===== config.mk =====
export PLATFORM = sky130hd
export DESIGN_NAME = arm_multicycle_controller
export DESIGN_NICKNAME = d
export VERILOG_FILES = /design/src/rtl/arm_multicycle_controller.sv
export SDC_FILE = /design/constraint.sdc
export NUM_CORES = 1
export LEC_CHECK = 0
export ABC_AREA = 1
export BUFFER_PORTS_ARGS = -buffer_cell sky130_fd_sc_hd__buf_2
export CAP_MARGIN = 20
export CORE_MARGIN = 2
export CORE_UTILIZATION = 53
export CTS_CLUSTER_DIAMETER = 150
export DETAILED_ROUTE_END_ITERATION = 8
export GPL_TIMING_DRIVEN = 0
export HOLD_SLACK_MARGIN = 0.05
export PLACE_DENSITY_LB_ADDON = 0.3
export SETUP_SLACK_MARGIN = 0.3
export SLEW_MARGIN = 0
export SYNTH_ARGS = -nofsm -noshare
export SYNTH_HDL_FRONTEND = slang
export SYNTH_SLANG_ARGS = --single-unit

===== constraint.sdc =====
create_clock -name clk -period 3.3 [get_ports clk]
set_input_delay 0.495 -clock clk [delete_from_list [all_inputs] [get_ports clk]]
set_output_delay 0.495 -clock clk [all_outputs]
set_load 0.05 [all_outputs]

===== src/rtl/arm_multicycle_controller.sv =====
// Moore-style multicycle ARM control unit: decodes Instr[31:12], sequences the shared-memory
// datapath, holds NZCV and gates architectural writes on the condition field.
module arm_multicycle_controller #(
  parameter int MEM_LATENCY = 0,
  parameter int ALUCTRL_W   = 3,
  parameter int BYTE_EN     = 1
) (
  input  logic                 clk,
  input  logic                 reset,
  input  logic [19:0]          Instr,
  input  logic [3:0]           ALUFlags,
  output logic                 PCWrite,
  output logic                 AdrSrc,
  output logic                 MemWrite,
  output logic                 IRWrite,
  output logic [1:0]           ResultSrc,
  output logic                 ALUSrcA,
  output logic [1:0]           ALUSrcB,
  output logic [1:0]           ImmSrc,
  output logic [1:0]           RegSrc,
  output logic                 RegWrite,
  output logic [ALUCTRL_W-1:0] ALUControl,
  output logic                 OnlyByte,
  output logic                 Illegal
);

  typedef enum logic [3:0] {
    FETCH, DECODE, EXECR, EXECI, ALUWB, MEMADR, MEMREAD, MEMWB, MEMWRITE, BRANCH
  } state_t;

  localparam logic [2:0] ALU_ADD = 3'd0, ALU_SUB = 3'd1, ALU_AND = 3'd2,
                         ALU_ORR = 3'd3, ALU_EOR = 3'd4;
  localparam logic [3:0] LAT = 4'(MEM_LATENCY);

  state_t     state, nxt;
  logic [3:0] cnt;
  logic [3:0] flags;

  // Instr holds bits 31:12, so instruction bit k sits at Instr[k-12]
  logic [3:0] cond, cmd, rd;
  logic [1:0] op;
  logic       i_bit, s_bit, u_bit, b_bit, l_bit;
  assign cond  = Instr[19:16];
  assign op    = Instr[15:14];
  assign i_bit = Instr[13];
  assign cmd   = Instr[12:9];
  assign s_bit = Instr[8];
  assign u_bit = Instr[11];
  assign b_bit = Instr[10];
  assign l_bit = Instr[8];
  assign rd    = Instr[3:0];

  logic unused_rn;
  assign unused_rn = ^Instr[7:4];

  logic wait_done, byte_acc;
  assign wait_done = (cnt == 4'd0);
  assign byte_acc  = b_bit & (BYTE_EN != 0);

  logic cond_ex;
  always_comb begin
    logic n, z, c, v;
    {n, z, c, v} = flags;
    case (cond)
      4'h0:    cond_ex = z;
      4'h1:    cond_ex = ~z;
      4'h2:    cond_ex = c;
      4'h3:    cond_ex = ~c;
      4'h4:    cond_ex = n;
      4'h5:    cond_ex = ~n;
      4'h6:    cond_ex = v;
      4'h7:    cond_ex = ~v;
      4'h8:    cond_ex = c & ~z;
      4'h9:    cond_ex = ~c | z;
      4'hA:    cond_ex = (n == v);
      4'hB:    cond_ex = (n != v);
      4'hC:    cond_ex = ~z & (n == v);
      4'hD:    cond_ex = z | (n != v);
      4'hE:    cond_ex = 1'b1;
      default: cond_ex = 1'b0;
    endcase
  end

  // Undefined commands run as ADD but never write a register or the flags
  logic [2:0] alu_dp;
  logic       dp_valid, dp_write, dp_cv;
  always_comb begin
    alu_dp   = ALU_ADD;
    dp_valid = 1'b1;
    dp_write = 1'b1;
    dp_cv    = 1'b0;
    case (cmd)
      4'b0100: dp_cv = 1'b1;
      4'b0010: begin alu_dp = ALU_SUB; dp_cv = 1'b1; end
      4'b0000: alu_dp = ALU_AND;
      4'b1100: alu_dp = ALU_ORR;
      4'b0001: alu_dp = ALU_EOR;
      4'b1010: begin alu_dp = ALU_SUB; dp_cv = 1'b1; dp_write = 1'b0; end
      default: begin dp_valid = 1'b0; dp_write = 1'b0; end
    endcase
  end

  always_comb begin
    nxt = FETCH;
    case (state)
      FETCH:    nxt = wait_done ? DECODE : FETCH;
      DECODE:
        case (op)
          2'b00:   nxt = i_bit ? EXECI : EXECR;
          2'b01:   nxt = MEMADR;
          2'b10:   nxt = BRANCH;
          default: nxt = FETCH;
        endcase
      EXECR,
      EXECI:    nxt = ALUWB;
      MEMADR:   nxt = l_bit ? MEMREAD : MEMWRITE;
      MEMREAD:  nxt = wait_done ? MEMWB : MEMREAD;
      MEMWRITE: nxt = wait_done ? FETCH : MEMWRITE;
      default:  nxt = FETCH;
    endcase
  end

  always_ff @(posedge clk) begin
    if (reset) begin
      state <= FETCH;
      flags <= 4'b0000;
      cnt   <= 4'd0;
    end else begin
      state <= nxt;
      // wait states never self-loop except while counting, so nxt != state marks an entry
      if (nxt != state && (nxt == FETCH || nxt == MEMREAD || nxt == MEMWRITE))
        cnt <= LAT;
      else if (cnt != 4'd0)
        cnt <= cnt - 4'd1;
      if ((state == EXECR || state == EXECI) && s_bit && cond_ex && dp_valid) begin
        flags[3:2] <= ALUFlags[3:2];
        if (dp_cv) flags[1:0] <= ALUFlags[1:0];
      end
    end
  end

  logic       pc_we, ir_we, mem_we, reg_we;
  logic [2:0] alu_sel;
  always_comb begin
    pc_we     = 1'b0;
    ir_we     = 1'b0;
    mem_we    = 1'b0;
    reg_we    = 1'b0;
    AdrSrc    = 1'b0;
    ResultSrc = 2'b00;
    ALUSrcA   = 1'b0;
    ALUSrcB   = 2'b00;
    ImmSrc    = 2'b00;
    RegSrc    = 2'b00;
    alu_sel   = ALU_ADD;
    OnlyByte  = 1'b0;
    Illegal   = 1'b0;
    case (state)
      FETCH: begin
        ALUSrcA   = 1'b1;
        ALUSrcB   = 2'b10;
        ResultSrc = 2'b10;
        ir_we     = wait_done;
        pc_we     = wait_done;
      end
      DECODE: begin
        ALUSrcA = 1'b1;
        ALUSrcB = 2'b10;
        Illegal = (op == 2'b11);
      end
      EXECR: alu_sel = alu_dp;
      EXECI: begin
        ALUSrcB = 2'b01;
        alu_sel = alu_dp;
      end
      ALUWB: begin
        if (dp_write) begin
          if (rd == 4'hF) pc_we  = cond_ex;
          else            reg_we = cond_ex;
        end
      end
      MEMADR: begin
        ALUSrcB = 2'b01;
        ImmSrc  = 2'b01;
        alu_sel = u_bit ? ALU_ADD : ALU_SUB;
      end
      MEMREAD: begin
        AdrSrc   = 1'b1;
        OnlyByte = byte_acc;
      end
      MEMWB: begin
        ResultSrc = 2'b01;
        reg_we    = cond_ex;
      end
      MEMWRITE: begin
        AdrSrc   = 1'b1;
        RegSrc   = 2'b10;
        OnlyByte = byte_acc;
        mem_we   = cond_ex & wait_done;
      end
      BRANCH: begin
        RegSrc    = 2'b01;
        ALUSrcB   = 2'b01;
        ImmSrc    = 2'b10;
        ResultSrc = 2'b10;
        pc_we     = cond_ex;
      end
      default: ;
    endcase
  end

  assign ALUControl = ALUCTRL_W'(alu_sel);
  assign PCWrite    = pc_we  & ~reset;
  assign IRWrite    = ir_we  & ~reset;
  assign MemWrite   = mem_we & ~reset;
  assign RegWrite   = reg_we & ~reset;

endmodule


==> flow_summary.ini, run 1 <==
[worst_setup_path]
cp.arrival_ns = 1.93
critPathMaxStageDelay_ns = 0.32
cp-end-kind = output pin
reg2reg_slack_ns = 1.76
worstPathRequired_ns = 2.80
crit_type = reg2out
crit_path_frequent_cell = inv_1
startpoint_type = flop
path_cells = inv_1 > ha_1 > inv_1 > nor3_2 > inv_1 > nor2_1 > inv_1 > a21oi_1 > buf_2
timing.rr.end = cnt[2]
r2r-start = cnt[0]
ff2ff_path_depth = 9
cp_max_fo = 6
slowest_stage = dfxtp_1

[clock_network]
clkLatencyLatePin_ns = 0.28
ctsResizeCount = 0
cts_setup_buffers = 0
cts_hold_buf = 0
cts_tree = done
root_buffer = clkbuf_4
cts_buffer_depth = 2
cts.sinks = 12
cts_buffers = 3
cts_htree_levels = 1
cts.clk_slew.worst_paths_ns = 0.08

[sta]
whs_ns = 0.488
worst_slew_pin_slew_ns = 0.300
period_minus_slack_ns = 2.42
clock_skew_ns = 0.00729
setup_viol = 0
layout_worst_path_cycle_share = 0.734
setup_slack_ns = 0.876
finalSetupTns_ns = 0
rsz0062_at_grt = no
max_slew_margin = 0.799
report.final.slew_viol_count = 0
fmax_mhz = 413
hold_viol = 0

[drt]
viasPerCell = 4.94
firstDrtPassIters = 4
drt-total-wl_mm = 2.78
drcViolationCount = 0
wl_per_cell_um = 9.96
antenna_left = 0
route.vias.total = 1379
drt_iter0_drc = 39

[floorplan]
io-pin-count = 45
initial_core_util = 0.559
die_height_um = 52.1
rows = 17
core_mm2 = 0.00219
fp.dieW_um = 52.1
dieArea_mm2 = 0.00271

[run_status]
status = completed

[global_routing]
use_met3 = 0.0345
globalRouteTotalUtil = 0.220
grt_pass1_vias = 1164
met2_usage = 0.371
grt_pass1_wl_mm = 4.59
grt_start_max_net_pins = 9
grt-ovfl-total = 0
use_met1 = 0.275
busiest_layer = met2
antenna_found_initial = 0

[final_layout]
diodes = 0
final_nets = 285
syn_to_final_growth_pct = 22.2
layout.cells.non_filler = 279
nFillCells = 231
drive_gt1_frac = 0.259

[logic_synthesis]
synth_top_cell_area_share = 0.196
synth-seq-cells = 12
synthSimpleGateAreaFrac = 0.446
syn_avg_cell_area_um2 = 5.89
syn_inst = 208
synth_area_mm2 = 0.00122
synth_xor_area_frac = 0.00715
yosysUniqueCellTypes = 29
ys.flop_type = dfxtp_1
syn_nets = 241
async_flop_share = 0
synth_compound_area_frac = 0.117
synth_top_family_by_area = simple AND/OR/NAND/NOR gates
synth.largest_area_cell = dfxtp_1
synthAdderAreaFrac = 0.0715
ys_seq_area_frac = 0.196
synth.mux.area_fraction = 0
yosysWarnings = 0
synth_area_leaders = dfxtp_1, nand2_1, inv_1
synth_edf_count = 0

[worst_hold_path]
min-delay-start = ALUFlags[3]
hold_end = flags[3]
holdPathStages = 3
min_path_type = in2reg

[placement]
dp.final_hpwl_mm = 2.31
port_buffers = 39
place.gp.congestion = 0.876
dpl.cell_count = 275
dp_slack_ns = 1.04

[power_and_ir_drop]
p_leak_nw = 0.863
power_mw = 0.796
ir_worst_vdd_uv = 428
power_density_mw_per_mm2 = 532

[flow_run]
drv_cap = 0
[how the worst max path moves through the flow]
stage	to	from
floorplan	RegWrite	state[1]
global placement	MemWrite	Instr[19]
detailed placement	PCWrite	Instr[12]
CTS	PCWrite	cnt[0]
global route	PCWrite	cnt[0]
finish	PCWrite	cnt[0]
[report_power, final]
part,switching (mW),internal (mW)
sequential,0.0294,0.174
clock,0.0508,0.0672
combinational,0.325,0.149
total,0.405,0.391
[final cells by class]
class / count / area [um^2] / area share
clock buffer: 4 / 36.3 / 0.0242
timing repair buffer: 39 / 195 / 0.130
buffer: 3 / 25.0 / 0.0167
inverter: 46 / 173 / 0.115
tap: 28 / 35.0 / 0.0234
sequential: 12 / 240 / 0.161
multi-input combinational: 147 / 792 / 0.529
[Yosys cell counts, types with 2 or more instances]
master	number
nand2_1	47
inv_1	42
nor2_1	26
nand3_1	16
dfxtp_1	12
a21oi_1	11
ha_1	7
nor3_1	6
nand4_1	5
inv_2	4
nand2_4	4
nor2_2	4
o21ai_0	3
a21boi_1	2
buf_4	2
nand3_2	2
o21ai_1	2
o31ai_1	2
[worst max-delay path, delay by kind of cell, from the launching register on]
family	cells	cell delay (ns)
compound gates	1	0.16
buf+inv	5	0.65
simple gates	2	0.35
flops	1	0.32
fa+ha+maj	1	0.16
[kinds of logic after synthesis]
group / after synthesis
DFF: 12
xor gates and xnor gates: 1
AOI/OAI and AO/OA: 24
buffers and inverters: 49
and+or+nand+nor: 115
adders and majority gates: 7
[cells in the final DEF, fill, tap and decap left out, drive strengths merged]
cell type      count
a21boi             2
a21oi             11
a31o               1
a41oi              1
and3               1
buf               41
clkbuf             4
clkdlybuf4s25      1
dfxtp             12
ha                 7
inv               46
nand2             51
nand3             18
nand3b             1
nand4              5
nor2              31
nor3               7
o21ai              5
o21bai             1
o311ai             1
o31ai              2
or2                1
xor2               1
[metal layers]
layer / vias to the layer above / part of all wire
li1: 737 / -
met5: - / 0
met1: 588 / 0.47
met4: 0 / 0.019
met2: 47 / 0.44
met3: 7 / 0.070
[flip-flops by register name, summed over array words and instances (netlist names)]
register and cells:
cnt 4, state 4, flags 4
[stage by stage]
| stage | cell area, um^2 | utilization |
|---|---|---|
| 2_1_floorplan | 1230 | - |
| 3_3_place_gp | 1460 | 0.666 |
| 3_5_place_dp | 1460 | 0.666 |
| 4_1_cts | 1500 | 0.683 |
| 5_1_grt | 1500 | 0.683 |
| 6_report | 1500 | 0.683 |
(Power assumes the default switching activity.)
==> inputs of run 2 (changes only) <==
--- a/config.mk
+++ b/config.mk
@@ -5,11 +5,11 @@
 export SDC_FILE = /design/constraint.sdc
 export NUM_CORES = 1
 export LEC_CHECK = 0
-export ABC_AREA = 1
+export ABC_AREA = 0
 export BUFFER_PORTS_ARGS = -buffer_cell sky130_fd_sc_hd__buf_2
 export CAP_MARGIN = 20
 export CORE_MARGIN = 2
-export CORE_UTILIZATION = 53
+export CORE_UTILIZATION = 45
 export CTS_CLUSTER_DIAMETER = 150
 export DETAILED_ROUTE_END_ITERATION = 8
 export GPL_TIMING_DRIVEN = 0
==> constraint.sdc (replaced) <==
create_clock -name clk -period 1.95 [get_ports clk]
set_input_delay 0.2925 -clock clk [delete_from_list [all_inputs] [get_ports clk]]
set_output_delay 0.2925 -clock clk [all_outputs]
set_load 0.05 [all_outputs]
==> run 2 against run 1 <==
Effect of this change:
- the flow now finishes with violations (setup timing)
- setup slack got worse by 1.1 ns
- worst hold slack got worse by 0.21 ns
- critical path type unchanged
- flip-flop and latch count did not move
- sequential share of layout area fell by 4.0 points
- highest routed layer unchanged
==> flow_summary.ini, run 2 <==
[run_status]
status = finished, violations left
violations = setup timing

[sta]
setup_slack_ns = -0.225
worst_slew_pin_slew_ns = 0.444
layout_worst_path_cycle_share = 1.12
fmax_mhz = 460
max_slew_margin = 0.702
hold_viol = 0
clock_skew_ns = 0.00392
setup_viol = 3
period_minus_slack_ns = 2.17
rsz0062_at_grt = yes
report.final.slew_viol_count = 0

[floorplan]
rows = 19
initial_core_util = 0.465
die_height_um = 56.9
fp.dieW_um = 56.9
core_mm2 = 0.00271
io-pin-count = 45
dieArea_mm2 = 0.00324

[logic_synthesis]
syn_avg_cell_area_um2 = 7.29
synth_edf_count = 0
async_flop_share = 0
ys_seq_area_frac = 0.190
syn_inst = 173
ys.flop_type = dfxtp_1
yosysUniqueCellTypes = 47
synth-seq-cells = 12
yosysWarnings = 0
synth_top_cell_area_share = 0.190
synth_area_mm2 = 0.00126
synth.top_cells.by_count = nor2_1, nand2b_1, dfxtp_1, nand2_1
synth.largest_area_cell = dfxtp_1
syn_nets = 206
synth_area_leaders = dfxtp_1, nand2b_1, ha_1
synth.most_common_cell = nor2_1

[worst_hold_path]
holdPathStages = 3
min-delay-start = ALUFlags[0]
min_path_type = in2reg
hold_end = flags[0]

[clock_network]
cts_buffers = 3
clkLatencyLatePin_ns = 0.27
root_buffer = clkbuf_4
cts_tree = done
cts.clk_slew.worst_paths_ns = 0.07
cts_htree_levels = 1
cts_buffer_depth = 2
cts.sinks = 12

[placement]
dp_slack_ns = -0.243
place.gp.congestion = 0.887
port_buffers = 39
postPlaceCellArea_mm2 = 0.00163
dp.final_hpwl_mm = 2.55

[global_routing]
antenna_found_initial = 0
grt_pass1_vias = 1424
grt-ovfl-total = 0
grt_start_max_net_pins = 11
grt_pass1_wl_mm = 6.40
globalRouteTotalUtil = 0.242

[worst_setup_path]
reg2reg_slack_ns = 0.19
ff2ff_path_depth = 8
cp_max_fo = 6
r2r-start = state[2]
worstPathRequired_ns = 1.66
crit_type = reg2out
cp.arrival_ns = 1.88
timing.rr.end = cnt[1]
startpoint_type = flop
cp-end-kind = output pin

[final_layout]
drive_gt1_frac = 0.547
final_common_cell = buf_2
final_nets = 267
reg_top3 = cnt (4), flags (4), state (4)
final_cell_mix = buf_2, buf_6, nand2b_1
syn_to_final_growth_pct = 70.9
fin_area_mm2 = 0.00216
diodes = 0

[drt]
drt-total-wl_mm = 4.25
viasPerCell = 5.82
antenna_left = 0
firstDrtPassIters = 4
route.vias.total = 1531
drt_iter0_drc = 60
drcViolationCount = 0
wl_per_cell_um = 16.2

[power_and_ir_drop]
pwr-share-seq = 0.198
internal_power_mw = 0.910
power_density_mw_per_mm2 = 844
clock_power_share = 0.081
p_leak_nw = 0.893
swShare = 0.500
ir_worst_vdd_uv = 869
power.switching_mw = 0.909
power_mw = 1.82
p_comb_frac = 0.721

[flow_run]
drv_cap = 0
==> run 2: cell types whose count changed after synthesis, moves of 4 or more <==
cell	delta
nor2_2	-4
nand2b_1	+15
nand4_1	-4
nor2b_1	+6
a31oi_1	+4
nand2_4	-4
mux2i_1	+8
nand2_1	-35
inv_1	-33
nor2_1	-4
xnor2_1	+4
nand3_1	-15
==> run 2: power groups by stage <==
stage,Clock (mW),Combinational (mW),Sequential (mW)
global route,0.158,1.40,0.363
finish,0.147,1.31,0.360
detailed placement,0,0.948,0.349
global placement,0,0.917,0.345
CTS,0.145,1.16,0.339
floorplan,0,0.758,0.336
==> run 2: layout make-up <==
class                   instances  area, um^2
fillers                       173         554
repair buffers                 56         487
inverters                      10        42.5
plain buffers                  10         115
multi-input cells             141        1190
flip-flops and latches         12         260
clock buffers                   3        22.5
well taps                      31        38.8
==> run 2: worst max-delay path by stage <==
stage / startpoint / end / slack, ns / cells past startpoint
2_1_floorplan: state[2] / ALUControl[0] / 0.06 / 5
5_1_grt: flags[3] / PCWrite / -0.31 / 7
3_3_place_gp: Instr[19] / PCWrite / -0.22 / 9
4_1_cts: flags[3] / MemWrite / -0.21 / 7
3_5_place_dp: Instr[19] / PCWrite / -0.24 / 9
6_report: flags[3] / PCWrite / -0.22 / 7
==> run 2: worst max-delay path: stages (launching register included) <==
cell     delay [ns]
dfxtp_4        0.38
and3b_1        0.21
o32ai_2        0.22
o31ai_1        0.10
a31oi_1        0.24
nor2_2         0.09
a31o_2         0.23
buf_6          0.15
==> run 2: repair_timing <==
| action | CTS | global route |
|---|---|---|
| hold endpoints to repair | 0 | 0 |
| pin swaps | 14 | 9 |
| endpoints found under the setup margin | 22 | 26 |
| hold buffers | 0 | 0 |
| buffers inserted | 10 | 7 |
| gates resized for setup | 78 | 33 |
==> run 2: cells by family after synthesis <==
| family | share of synthesized area |
|---|---|
| simple gates | 0.352 |
| flops | 0.190 |
| xor+xnor | 0.0486 |
| fa+ha+maj | 0.0694 |
| mux | 0.0635 |
| buf+inv | 0.0813 |
| compound gates | 0.194 |
==> run 2: through the flow <==
step	std cells	TNS (ns)	hold slack, ns	util
finish	263	-0.586	0.280	0.795
floorplan	173	0	0.445	-
global route	263	-0.860	0.298	0.795
CTS	256	-0.607	0.289	0.735
global placement	243	-0.555	0.504	0.602
detailed placement	243	-0.630	0.524	0.602
==> run 2: per-layer routing <==
metal  vias to the layer above  share of wire  GRT usage
met5                         -              0          0
met3                        11          0.042     0.0204
met2                        50           0.54      0.432
met4                         0          0.018     0.0532
met1                       743           0.40      0.317
li1                        727              -          -
